**config.mk**
```make
export PLATFORM = sky130hd
export DESIGN_NAME = wdt_host_if
export DESIGN_NICKNAME = d
export VERILOG_FILES = /design/src/rtl/wdt_host_if.sv
export SDC_FILE = /design/constraint.sdc
export NUM_CORES = 1
export LEC_CHECK = 0
export ABC_AREA = 1
export CAP_MARGIN = 20
export CORE_MARGIN = 2
export CORE_UTILIZATION = 47
export CTS_CLUSTER_DIAMETER = 200
export DETAILED_ROUTE_END_ITERATION = 7
export HOLD_SLACK_MARGIN = 0.06
export PLACE_DENSITY = 0.71
export REMOVE_ABC_BUFFERS = 1
export SETUP_SLACK_MARGIN = 0.2
export SLEW_MARGIN = 10
export SYNTH_ARGS = -nofsm -noshare
export SYNTH_HDL_FRONTEND = slang
export SYNTH_SLANG_ARGS = --single-unit
```
**constraint.sdc**
```tcl
create_clock -name LpcClock -period 3.5 [get_ports LpcClock]
set_clock_uncertainty 0.05 [all_clocks]
set_input_delay 0.35 -clock LpcClock [delete_from_list [all_inputs] [get_ports LpcClock]]
set_output_delay 0.35 -clock LpcClock [all_outputs]
set_load 0.02 [all_outputs]
```
**src/rtl/wdt_host_if.sv**
```systemverilog
// Host register front end for the watchdog timer: prescaler, control register, kick key FSM, status/W1C.
// Latency: register writes and pulses take effect one cycle after the write edge; reads return data one cycle after RdStrobe.
// Backpressure: none; every strobe is accepted in the cycle it is presented.
//
// Ports:
//   LpcClock / PciReset        - LPC clock, asynchronous active-low reset
//   Addr, WrStrobe, WrData     - host write access (0=CTRL, 1=KICK, 2=STAT, 3=reserved)
//   Addr, RdStrobe -> RdData   - host read access, RdValid pulses with the returned data
//   WatchDog{Occurred,Reset,IREQ} - status from the timer, returned through STAT
//   Strobe125msec              - one-cycle time-base pulse every STROBE_DIV cycles
//   LoadWDTimer                - one-cycle timer reload (enable rising edge or valid kick)
//   WatchDogRegister           - control register: [7] lock, [4] enable, [3:0] timeout
//   ClearInterrupt             - one-cycle W1C pulses: [0] power, [1] reset, [2] watchdog
module wdt_host_if #(
  parameter int unsigned STROBE_DIV = 4125000,
  parameter logic [7:0]  KEY1       = 8'h55,
  parameter logic [7:0]  KEY2       = 8'hAA
) (
  input  logic       LpcClock,
  input  logic       PciReset,
  input  logic [1:0] Addr,
  input  logic       WrStrobe,
  input  logic       RdStrobe,
  input  logic [7:0] WrData,
  output logic [7:0] RdData,
  output logic       RdValid,
  input  logic       WatchDogOccurred,
  input  logic       WatchDogReset,
  input  logic       WatchDogIREQ,
  output logic       Strobe125msec,
  output logic       LoadWDTimer,
  output logic [7:0] WatchDogRegister,
  output logic [2:0] ClearInterrupt
);

  localparam int unsigned        CW   = (STROBE_DIV > 1) ? $clog2(STROBE_DIV) : 1;
  localparam logic [CW-1:0]      LAST = CW'(STROBE_DIV - 1);

  localparam logic [1:0] A_CTRL = 2'd0;
  localparam logic [1:0] A_KICK = 2'd1;
  localparam logic [1:0] A_STAT = 2'd2;

  typedef enum logic {S_IDLE, S_ARMED} kick_state_e;

  kick_state_e   state_q;
  logic [CW-1:0] cnt_q, cnt_d;
  logic          strobe_q;
  logic [7:0]    ctrl_q;
  logic          load_q;
  logic [2:0]    clr_q;
  logic [7:0]    rd_data_q, rd_data_d;
  logic          rd_valid_q;

  logic wr_ctrl, wr_kick, wr_stat;
  logic ctrl_load, kick_load;

  assign wr_ctrl = WrStrobe && (Addr == A_CTRL);
  assign wr_kick = WrStrobe && (Addr == A_KICK);
  assign wr_stat = WrStrobe && (Addr == A_STAT);

  // Reload only on an accepted write that turns enable on, so the timer restarts from the new timeout.
  assign ctrl_load = wr_ctrl && !ctrl_q[7] && !ctrl_q[4] && WrData[4];
  assign kick_load = wr_kick && (state_q == S_ARMED) && (WrData == KEY2);

  assign cnt_d = (cnt_q == LAST) ? '0 : cnt_q + 1'b1;

  // Read mux samples the pre-write state, so a same-cycle write is not visible to the read.
  always_comb begin
    rd_data_d = 8'h00;
    case (Addr)
      A_CTRL:  rd_data_d = ctrl_q;
      A_KICK:  rd_data_d = {7'b0, (state_q == S_ARMED)};
      A_STAT:  rd_data_d = {3'b0, WatchDogOccurred, WatchDogReset, WatchDogIREQ, 2'b0};
      default: rd_data_d = 8'h00;
    endcase
  end

  always_ff @(posedge LpcClock or negedge PciReset) begin
    if (!PciReset) begin
      state_q    <= S_IDLE;
      cnt_q      <= '0;
      strobe_q   <= 1'b0;
      ctrl_q     <= 8'h00;
      load_q     <= 1'b0;
      clr_q      <= 3'b000;
      rd_data_q  <= 8'h00;
      rd_valid_q <= 1'b0;
    end else begin
      cnt_q    <= cnt_d;
      // Registered so the strobe is high exactly while the counter sits at its last value.
      strobe_q <= (cnt_d == LAST);

      // Any write outside the key sequence breaks it; reads never touch it.
      if (WrStrobe) begin
        case (state_q)
          S_IDLE:  if (wr_kick && (WrData == KEY1)) state_q <= S_ARMED;
          S_ARMED: if (!(wr_kick && (WrData == KEY1))) state_q <= S_IDLE;
          default: state_q <= S_IDLE;
        endcase
      end

      // Bit 7 locks the register until the next reset.
      if (wr_ctrl && !ctrl_q[7]) ctrl_q <= WrData;

      load_q     <= ctrl_load || kick_load;
      clr_q      <= wr_stat ? WrData[2:0] : 3'b000;
      rd_valid_q <= RdStrobe;
      if (RdStrobe) rd_data_q <= rd_data_d;
    end
  end

  assign Strobe125msec    = strobe_q;
  assign LoadWDTimer      = load_q;
  assign WatchDogRegister = ctrl_q;
  assign ClearInterrupt   = clr_q;
  assign RdData           = rd_data_q;
  assign RdValid          = rd_valid_q;

endmodule

```
==> results of run 1 <==
-- cells in the mapped netlist, drive strengths merged --
master	n
a21oi	1
a31oi	4
and2	1
buf	1
clkbuf	2
dfrtp	45
ha	1
inv	54
nand2	87
nand3	35
nand3b	1
nand4	11
nor2	62
nor3	3
nor4	2
o21ai	11
o21bai	2
o31ai	1
or2	1
xnor2	2
xor2	1
-- state kept, by name, indices dropped and copies added (netlist names) --
| name | flops |
|---|---|
| cnt_q | 22 |
| RdData | 8 |
| WatchDogRegister | 8 |
| ClearInterrupt | 3 |
| LoadWDTimer | 1 |
| RdValid | 1 |
| Strobe125msec | 1 |
| state_q | 1 |
-- critical path: cells and delay by family, from the launching register on --
kind | cells | cell delay [ps]
adders and majority gates | 1 | 230
DFF | 1 | 390
and+or+nand+nor | 10 | 1170
-- cell families (layout without fill, tap and decap cells) --
logic type      after synthesis  after routing
flops                        45             45
compound gates               19             19
fa+ha+maj                     1              1
xor+xnor                      3              3
simple gates                203            203
buf+inv                      57            102
-- report_power, final --
group	internal, W	switching [W]
Combinational	0.000107	0.000114
Sequential	0.000560	0.0000372
Clock	0.000214	0.000180
-- worst max path at each step --
stage	start	to	slack [ps]	depth (start not counted)
CTS	cnt_q[1]	Strobe125msec	1610	11
finish	cnt_q[1]	Strobe125msec	1600	11
detailed placement	Addr[1]	WatchDogRegister[2]	1370	7
global placement	Addr[1]	WatchDogRegister[2]	1480	7
global route	cnt_q[1]	Strobe125msec	1460	11
floorplan	cnt_q[0]	Strobe125msec	1920	10
-- metrics by stage --
| stage | setup slack (ps) | hold slack [ps] | power, W | instance area [um^2] |
|---|---|---|---|---|
| 3_5_place_dp | 1370 | 451 | 0.000825 | 2870 |
| 4_1_cts | 1610 | 178 | 0.00122 | 2980 |
| 2_1_floorplan | 1920 | 4.41 | 0.000691 | 2400 |
| 3_3_place_gp | 1480 | 458 | 0.000823 | 2870 |
| 5_1_grt | 1460 | 452 | 0.00127 | 3010 |
| 6_report | 1600 | 412 | 0.00121 | 3010 |
-- final cells by class --
type / count / area [um^2]
Clock buffer: 6 / 72.6
Clock inverter: 2 / 38.8
Fill cell: 464 / 2040
Inverter: 54 / 203
Multi-Input combinational cell: 226 / 1070
Sequential cell: 45 / 1130
Tap cell: 70 / 87.6
Timing Repair Buffer: 40 / 405
-- layer usage --
layer  part of all wire  GRT usage  wire length (um)  up-vias
li1                   -          -                 -     1116
met1               0.46      0.284              2570      969
met2               0.45      0.349              2500       74
met3              0.051     0.0410               284       18
met4              0.037      0.115               206        0
met5                  0          0                 0        -
==> impl_metrics.py, run 1 <==
metrics = {
    "setup_path": {
        "max_stage_delay_ps": 390,
        "reg2reg_depth": 11,
        "critPathMaxFanout": 4,
        "start_kind": "register",
        "cpMostUsedCell": "nor2_1",
        "cp-end-kind": "register",
        "cp_slowest_cell": "dfrtp_1",
        "timing.rr.end": "Strobe125msec",
        "path_cells": "ha_1, nand3_1, nor2_1, nor2_1, nor2_1, nand2_1, nor2_1, nand3_1, nor2_1, nand2_1, nor2_1",
        "worstPathRequired_ps": 3690,
        "worst_r2r_startpoint": "cnt_q[1]",
        "crit_type": "register to register",
        "cp.arrival_ps": 2090,
        "r2r_slack_ps": 1600,
    },
    "die": {
        "die_y_um": 75.7,
        "core_area_um2": 5040,
        "rows": 26,
        "io_pins": 39,
        "dieArea_um2": 5730,
        "start_util": 0.479,
        "die_x_um": 75.7,
    },
    "logic_synthesis": {
        "yosysWarnings": 0,
        "synth_top_cell_by_area": "dfrtp_1",
        "syn_inst": 328,
        "synth_top_family_by_area": "simple AND/OR/NAND/NOR gates",
        "synth-seq-cells": 45,
        "syn_avg_cell_area_um2": 7.36,
        "syn_area_um2": 2410,
        "synth_area_leaders": "dfrtp_1, nand2_1, inv_1",
        "synth_top_area_frac": 0.466,
        "synth_simple_gate_area_share": 0.384,
        "ys_seq_area_frac": 0.466,
        "synth-compound-area-share": 0.0446,
        "ys_types": 26,
        "synthMuxAreaShare": 0,
        "synth_xor_area_frac": 0.0109,
        "synth_fa_ha_area_frac": 0.00518,
    },
    "route": {
        "drt_wl_total_um": 5560,
        "vias": 2177,
        "wl_per_cell_um": 12.6,
        "viasPerCell": 4.91,
        "drc": 0,
        "drtPass1Iterations": 5,
        "drtIter0Drc": 168,
        "final_antenna_net_count": 0,
    },
    "clock_network": {
        "htree_levels": 2,
        "cts_tree": "done",
        "post_cts_buffers": 0,
        "clock_insertion_delay_worst_skew_ps": 300,
        "ctsHoldBuffers": 0,
        "cts_buffers": 5,
        "clkTransAtPathRegs_ps": 90,
        "postCtsResizedCells": 0,
        "cts_sinks": 45,
        "cts_buffer_depth": 2,
        "cts_root_buf": "clkbuf_8",
    },
    "timing": {
        "max_clock_freq_mhz": 525,
        "slew_violations": 0,
        "finalSetupTns_ps": 0,
        "fin_crit_sh": 0.544,
        "tightest_slew_ps": 530,
        "hold_violations": 0,
        "finalSetupViolCount": 0,
        "max_slew_margin": 0.646,
        "rsz0062_at_grt": "false",
        "fin_crit_ps": 1900,
    },
    "grt": {
        "grt_usage": 0.219,
        "grt_pass1_vias": 2115,
        "grt_max_degree": 46,
        "antenna_found_initial": 0,
        "grt_pass1_wl_um": 9360,
        "grt_overflow": 0,
    },
    "cells_and_area": {
        "post-route-util": 0.596,
        "layout_commonest_cell": "nand2_1",
        "area_delta_synth_final_pct": 24.5,
        "drive_gt1_frac": 0.0858,
        "final_cell_mix": "nand2_1, inv_1, nor2_1, dfrtp_1, clkdlybuf4s50_1",
        "layout.nets": 390,
        "num_antenna_cells": 0,
        "stdcell_count": 443,
    },
    "flow_run": {
        "drv_cap": 0,
    },
    "outcome": {
        "status": "complete, no violations",
    },
    "pwr": {
        "p_leak_nw": 1.40,
        "ir_worst_vdd_v": 0.000245,
        "powerDensity_nw_per_um2": 404,
    },
    "placement": {
        "dp_cells": 433,
        "port_buffers": 38,
        "gp_congestion": 0.970,
        "dp_hpwl_um": 4260,
    },
    "worst_hold_path": {
        "hold_path.class": "primary input to async pin",
    },
}
(Power assumes the default switching activity.)
==> run 2, diff against run 1 <==
PLACE_DENSITY = 0.73   (was 0.71)
clock period = 1.5 ns   (was 3.5 ns; I/O delays follow)
==> run 2 against run 1 <==
The flow now finishes with violations (setup timing). Sequential share of layout area decreased by 7.0 points. Highest routed layer unchanged. Clock-buffer cell count unchanged. Largest power group unchanged. Worst hold slack got worse by 110 ps. Via count increased by 16%.
==> impl_metrics.py, run 2 (synthesized netlist as in run 1, its figures left out) <==
metrics = {
    "outcome": {
        "status": "complete, but fails checks",
        "violations": "setup timing",
    },
    "clock_network": {
        "clock_insertion_delay_worst_skew_ps": 300,
        "cts_root_buf": "clkbuf_8",
        "htree_levels": 2,
        "cts_sinks": 45,
        "clkTransAtPathRegs_ps": 80,
        "cts_tree": "done",
        "cts_buffers": 5,
        "cts_buffer_depth": 2,
    },
    "timing": {
        "max_clock_freq_mhz": 566,
        "finalSetupTns_ps": -1170,
        "max_slew_margin": 0.749,
        "finalSetupViolCount": 9,
        "hold_violations": 0,
        "tightest_slew_ps": 373,
        "slew_violations": 0,
        "hold_ws_ps": 300,
        "fin_crit_ps": 1770,
        "rsz0062_at_grt": "true",
        "setup_ws_ps": -267,
        "fin_crit_sh": 1.18,
    },
    "die": {
        "start_util": 0.479,
        "die_x_um": 75.7,
        "rows": 26,
        "dieArea_um2": 5730,
        "core_area_um2": 5040,
        "io_pins": 39,
        "die_y_um": 75.7,
    },
    "placement": {
        "place_ws_ps": -264,
        "port_buffers": 38,
        "gp_congestion": 0.942,
        "dp_hpwl_um": 4890,
        "dpl_cell_area_um2": 3260,
    },
    "setup_path": {
        "start_kind": "register",
        "reg2reg_depth": 9,
        "timing.rr.end": "Strobe125msec",
        "cp.arrival_ps": 1950,
        "cp-end-kind": "register",
        "worstPathRequired_ps": 1680,
        "r2r_slack_ps": -270,
        "crit_type": "register to register",
        "worst_r2r_startpoint": "cnt_q[1]",
        "critPathMaxFanout": 4,
    },
    "grt": {
        "grt_max_degree": 46,
        "grt_pass1_wl_um": 10500,
        "antenna_found_initial": 0,
        "grt_pass1_vias": 2424,
        "grt_overflow": 0,
        "grt_usage": 0.245,
    },
    "pwr": {
        "p_seq_frac": 0.501,
        "powerDensity_nw_per_um2": 743,
        "power_frac_clock": 0.331,
        "p_leak_nw": 1.85,
        "p_int_w": 0.00200,
        "swShare": 0.273,
        "switchingPower_w": 0.000754,
        "ir_worst_vdd_v": 0.000537,
        "pwr-share-comb": 0.168,
    },
    "worst_hold_path": {
        "hold_path.class": "primary input to async pin",
    },
    "cells_and_area": {
        "drive_gt1_frac": 0.336,
        "final_cell_mix": "nand2_1, buf_4, inv_1, dfrtp_1, nor2_1",
        "num_antenna_cells": 0,
        "largest_reg_flops": 22,
        "regMostFlops": "cnt_q",
        "post-route-util": 0.736,
        "layout.nets": 455,
        "area_delta_synth_final_pct": 53.7,
        "post-route-cell-area_um2": 3710,
        "fillers": 393,
        "layout_commonest_cell": "nand2_1",
    },
    "route": {
        "vias": 2535,
        "drtIter0Drc": 222,
        "drtPass1Iterations": 4,
        "drt_wl_total_um": 6980,
        "wl_per_cell_um": 13.7,
        "final_antenna_net_count": 0,
        "viasPerCell": 4.99,
        "drc": 0,
    },
    "flow_run": {
        "drv_cap": 0,
    },
}
## run 2: changes by cell type in the layout (fill, tap and decap cells not counted), sizes merged
cell | before | now
clkdlybuf4s50 | 37 | 15
dlygate4sd2 | 0 | 20
buf | 2 | 67
clkdlybuf4s15 | 0 | 2
## run 2: stage by stage
step           power, W  std cells
4_1_cts         0.00279        502
3_5_place_dp    0.00194        484
6_report        0.00276        508
2_1_floorplan   0.00161        325
3_3_place_gp    0.00193        484
5_1_grt         0.00288        508
## run 2: timing repair
item | in CTS | in global routing
pin swaps | 22 | 22
endpoints found under the setup margin | 43 | 31
resized for setup | 48 | 50
hold endpoints to repair | 45 | 0
hold buffers | 1 | 0
buffers inserted | 9 | 6
cloned | 0 | 0
## run 2: cell type report
| type | instances | area (um^2) | area share |
|---|---|---|---|
| inverters | 54 | 203 | 0.0546 |
| multi-input cells | 226 | 1280 | 0.344 |
| repair buffers | 105 | 902 | 0.243 |
| clock buffers | 6 | 72.6 | 0.0195 |
| well taps | 70 | 87.6 | 0.0236 |
| clock inverters | 2 | 38.8 | 0.0104 |
| flip-flops and latches | 45 | 1130 | 0.305 |
## run 2: routing by layer
layer,track usage,wire (um),up-vias
met4,0.105,231,0
met3,0.0450,403,22
li1,-,-,1250
met5,0,0,-
met1,0.288,2750,1159
met2,0.438,3600,104
## run 2: worst max-delay path: stages, from the launching register on
cell and delay [ps]:
dfrtp_1 400, buf_6 130, nand2_4 50, nor2_4 200
nand2_4 140, o21bai_1 180, nand3_1 140, nor2_2 160
nand4_1 110, nor2_1 130
## run 2: worst max-delay path by stage
stage | start | end | slack [ps] | cells after the start
after floorplan | cnt_q[0] | Strobe125msec | -80 | 10
after global placement | cnt_q[0] | Strobe125msec | -210 | 8
after detailed placement | cnt_q[0] | Strobe125msec | -260 | 8
after CTS | cnt_q[1] | Strobe125msec | -200 | 10
after global routing | cnt_q[3] | Strobe125msec | -320 | 12
final | cnt_q[1] | Strobe125msec | -270 | 9
## run 2: power by group through the flow
| stage | clock network, W | registers [W] | logic [W] |
|---|---|---|---|
| floorplan | 0 | 0.00151 | 0.0000982 |
| global placement | 0 | 0.00141 | 0.000523 |
| detailed placement | 0 | 0.00140 | 0.000534 |
| CTS | 0.000938 | 0.00138 | 0.000467 |
| global route | 0.000982 | 0.00140 | 0.000503 |
| finish | 0.000912 | 0.00138 | 0.000463 |
